## src/rtl/imem_loader.sv

```systemverilog
// Instruction-memory loader: assembles an MSB-first byte stream into 32-bit
// words and writes them sequentially from address 0, flagging short or oversized streams.
//
//  state | meaning
//  ------+-----------------------------------------------------------
//  IDLE  | waiting for the first start after reset
//  LOAD  | accepting bytes, writing one word per four accepted bytes
//  DONE  | session ended; counters and error flags held until start
module imem_loader #(
    parameter int DEPTH = 128
) (
    input  logic        clk,
    input  logic        reset,
    input  logic        start,
    input  logic        byte_valid,
    input  logic [7:0]  byte_data,
    input  logic        byte_last,
    output logic        byte_ready,
    output logic        wr_en,
    output logic [31:0] wr_addr,
    output logic [31:0] wr_data,
    output logic        busy,
    output logic        done,
    output logic [7:0]  word_count,
    output logic        err_partial,
    output logic        err_overflow
);

    typedef enum logic [1:0] {
        IDLE = 2'd0,
        LOAD = 2'd1,
        DONE = 2'd2
    } state_t;

    // One bit wider than word_count so the full-memory condition is representable.
    localparam logic [8:0] DEPTH_W = 9'(DEPTH);

    state_t      state;
    state_t      state_nxt;
    logic [1:0]  idx;
    logic [23:0] hold;
    logic [8:0]  cnt;

    logic        accept;
    logic        clear;
    logic        wr_word;
    logic        end_partial;
    logic        end_ovf;

    always_ff @(posedge clk) begin
        if (reset) begin
            state <= IDLE;
        end else begin
            state <= state_nxt;
        end
    end

    always_comb begin
        state_nxt   = state;
        byte_ready  = 1'b0;
        busy        = 1'b0;
        done        = 1'b0;
        accept      = 1'b0;
        clear       = 1'b0;
        wr_word     = 1'b0;
        end_partial = 1'b0;
        end_ovf     = 1'b0;
        case (state)
            IDLE: begin
                if (start) begin
                    state_nxt = LOAD;
                    clear     = 1'b1;
                end
            end
            LOAD: begin
                byte_ready = 1'b1;
                busy       = 1'b1;
                accept     = byte_valid;
                if (byte_valid) begin
                    if (cnt == DEPTH_W) begin
                        end_ovf   = 1'b1;
                        state_nxt = DONE;
                    end else if (idx == 2'd3) begin
                        wr_word = 1'b1;
                        if (byte_last) begin
                            state_nxt = DONE;
                        end
                    end else if (byte_last) begin
                        end_partial = 1'b1;
                        state_nxt   = DONE;
                    end
                end
            end
            DONE: begin
                done = 1'b1;
                if (start) begin
                    state_nxt = LOAD;
                    clear     = 1'b1;
                end
            end
            default: begin
                state_nxt = IDLE;
            end
        endcase
    end

    always_ff @(posedge clk) begin
        if (reset) begin
            idx          <= 2'd0;
            hold         <= 24'd0;
            cnt          <= 9'd0;
            wr_en        <= 1'b0;
            wr_addr      <= 32'd0;
            wr_data      <= 32'd0;
            err_partial  <= 1'b0;
            err_overflow <= 1'b0;
        end else begin
            wr_en <= wr_word;
            if (clear) begin
                idx          <= 2'd0;
                cnt          <= 9'd0;
                err_partial  <= 1'b0;
                err_overflow <= 1'b0;
            end
            if (accept && !end_ovf && !end_partial) begin
                case (idx)
                    2'd0:    hold[23:16] <= byte_data;
                    2'd1:    hold[15:8]  <= byte_data;
                    2'd2:    hold[7:0]   <= byte_data;
                    default: ;
                endcase
                idx <= idx + 2'd1;
            end
            // The fourth byte goes straight onto the write bus rather than into hold.
            if (wr_word) begin
                wr_addr <= {21'd0, cnt, 2'b00};
                wr_data <= {hold, byte_data};
                cnt     <= cnt + 9'd1;
            end
            if (end_partial) begin
                err_partial <= 1'b1;
            end
            if (end_ovf) begin
                err_overflow <= 1'b1;
            end
        end
    end

    assign word_count = cnt[7:0];

endmodule

```

## config.mk

```make
export PLATFORM = sky130hd
export DESIGN_NAME = imem_loader
export DESIGN_NICKNAME = d
export VERILOG_FILES = /design/src/rtl/imem_loader.sv
export SDC_FILE = /design/constraint.sdc
export NUM_CORES = 1
export LEC_CHECK = 0
export CORE_MARGIN = 4
export CORE_UTILIZATION = 60
export DETAILED_ROUTE_END_ITERATION = 8
export DONT_BUFFER_PORTS = 1
export PLACE_DENSITY = 0.76
export SYNTH_ARGS = -nofsm -noshare
export SYNTH_HDL_FRONTEND = slang
export SYNTH_SLANG_ARGS = --single-unit
```

## constraint.sdc

```tcl
create_clock -name clk -period 3.4 [get_ports clk]
set_input_delay 0.17 -clock clk [delete_from_list [all_inputs] [get_ports clk]]
set_output_delay 0.17 -clock clk [all_outputs]
set_load 0.05 [all_outputs]
```

==> metrics.md <==
| Metric | Value |
|---|---|
| Outcome | `finished clean` |
| # Post-CTS Setup Buffers | `0` |
| Leak pwr | `1.49 nW` |
| Worst Tran Pin Value | `1.00 ns` |
| Initial antenna violation count | `0` |
| TritonCTS clock tree | `yes` |
| Power Density | `496 mW/mm2` |
| Synth top area cells | `dfxtp_1 (47%), nand2_1 (9.0%), a21oi_1 (7.1%)` |
| PostCTS Resize Cnt | `0` |
| #FFs+latches synth | `81` |
| Layout Skew | `0.0108 ns` |
| GRT Overall Usage | `19.2%` |
| Top-count cell post-synth | `nand2_1` |
| Synth unique cells | `33` |
| Cells after DPL | `441` |
| Ant. Diodes | `0` |
| Antenna viol nets, final | `0` |
| Largest net degree at the start of global routing | `80` |
| Layout cells sized above 1 | `8.10%` |
| Register area share after synthesis | `46.7%` |
| Setup TNS | `0 ns` |
| Post-DP HPWL | `4410 um` |
| Area leader, netlist | `dfxtp_1` |
| Cells after synthesis | `399` |
| Clock-pin slew on the worst setup and hold paths | `0.08 ns` |
| Fin crit share | `70.2%` |
| Drt drc | `0` |
| Final hold violations | `0` |
| RD Place Congestion | `0.753` |
| Crit path capture type | `register` |
| Initial Util | `62.3%` |
| HP Class | `primary input to register` |
| First-iteration detailed-routing DRC count | `145` |
| Total routed wirelength | `6750 um` |
| Hold Slack | `0.0173 ns` |
| Rel. slew slack | `32.9%` |
| Cts bufs inserted | `9` |
| P&R area growth vs syn | `5.15%` |
| Worst setup path class | `register to register` |
| Post-synth EDFFs | `0` |
| Vias per inst | `5.34` |
| Crit path max fanout | `48` |
| I/O pin count | `91` |
| Commonest cells post-synth | `nand2_1 (83), dfxtp_1 (81), a21oi_1 (49)` |
| Core ar. | `0.00557 mm2` |
| IO buf count | `0` |
| Cell Area, Synth | `0.00347 mm2` |
| CTS sink cnt | `81` |
| F_max | `0.419 GHz` |
| Synth top area share | `46.7%` |
| Final worst setup slack | `1.01 ns` |
| Mapped Avg Cell Area | `8.71 um2` |
| Via count | `2494` |
| CTS root buffer | `clkbuf_8` |
| Fin util | `65.5%` |
| Clock Tree Buf Depth | `2` |
| Nets | `409` |
| Global-route wire length before repair | `11000 um` |
| Worst VDD drop | `0.000336 V` |
| FFs w/ async S/R, synth | `0%` |
| CTS Hold Bufs | `10` |
| Post-synth top flop | `dfxtp_1` |
| Clk_lat worst skew | `0.35 ns` |
| H-tree depth | `3` |
| FP Rows | `27` |
| Final setup vio count | `0` |
| Overflow after GRT | `0` |
| Yosys warning total | `0` |
| First-pass iteration count of the detailed router | `4` |
| Pre-CTS WS | `1.03 ns` |
| Vias in the first global route | `2252` |
| Arrival @ worst endpoint | `2.67 ns` |
| Non-filler instance count after layout | `467` |
| DIE AREA | `0.00707 mm2` |
| Die width | `84.1 um` |
| Wirelength per Cell | `14.5 um` |
| Unrepaired setup endpoints after global routing | `no` |
| Period minus WS final | `2.39 ns` |
| DIE HEIGHT | `84.1 um` |
| Worst Path Required | `3.68 ns` |
| Max cap viols | `0` |
| Startpoint class of the critical path | `register` |
| Pins over their slew limit | `0` |
==> sequential cells by signal, summed over array words and instances (netlist names) <==
| register | cells |
|---|---|
| hold | 24 |
| state | 2 |
| err_partial | 1 |
| err_overflow | 1 |
| idx | 2 |
| wr_data | 32 |
| cnt | 9 |
| wr_addr | 9 |
| wr_en | 1 |
==> critical path: stages (launching register included) <==
cell	delay (ns)
dfxtp_1	0.78
nand4bb_1	0.58
o211a_1	0.24
buf_4	0.41
nand3_1	0.14
a31oi_1	0.16
==> per-layer routing <==
layer / GRT usage (%) / wire (um)
met5: 0 / 0
met4: 7.89 / 90
met3: 7.21 / 563
met2: 28.0 / 2960
met1: 25.5 / 3140
==> stage by stage <==
stage          power (mW)  area, um2
6_report             1.81       3650
5_1_grt              1.88       3650
4_1_cts              1.82       3650
3_5_place_dp         1.07       3330
3_3_place_gp         1.07       3330
2_1_floorplan        1.10       3560
==> worst paths after layout <==
check | endpoint | slack, ns | cells after the start | startpoint
hold / removal | state[0]$_SDFFE_PP0P_ | 0.02 | 2 | byte_valid
hold reg to reg | wr_data[19]$_SDFFE_PP0P_ | 0.46 | 2 | hold[11]$_SDFFE_PP0P_
setup reg to reg | cnt[5]$_SDFFE_PP0P_ | 1.01 | 5 | cnt[5]$_SDFFE_PP0P_
setup / recovery | cnt[5]$_SDFFE_PP0P_ | 1.01 | 5 | cnt[5]$_SDFFE_PP0P_
==> report_power, final <==
part	switching (mW)	internal, mW	total, mW	leakage (nW)
logic	0.102	0.0230	0.125	0.738
clock network	0.377	0.352	0.729	0.0988
registers	0.00458	0.952	0.957	0.653
total	0.484	1.33	1.81	1.49
==> cells in the final DEF (no fill, tap or decap), types with 4 or more instances in the layout <==
| master | count |
|---|---|
| a21oi_1 | 49 |
| nand3_1 | 15 |
| ha_1 | 6 |
| nor2_1 | 32 |
| dfxtp_1 | 81 |
| dlygate4sd3_1 | 9 |
| and3_1 | 5 |
| buf_4 | 8 |
| clkbuf_8 | 9 |
| conb_1 | 23 |
| a31oi_1 | 5 |
| mux2i_1 | 24 |
| inv_1 | 4 |
| nand2_1 | 83 |
| nand2b_1 | 4 |
| nand3b_1 | 4 |
==> cells by family (layout without fill, tap and decap cells) <==
kind of cell	count (synthesis)	after routing	synth area share, %
buffers and inverters	64	38	11.4
AND/OR/NAND/NOR	155	155	19.6
multiplexers	24	24	6.92
adder cells (fa/ha/maj)	6	6	2.16
flip-flops	81	81	46.7
AO/OA/AOI/OAI	68	68	13.1
other	1	23	0.108
==> cell type report <==
type	instances	area, um2
fillers	456	1920
flip-flops and latches	81	1620
multi-input cells	276	1540
repair buffers	18	178
clock buffers	9	124
well taps	72	90.1
clock inverters	7	82.6
inverters	4	15.0
Power figures use the tool's default switching activity.
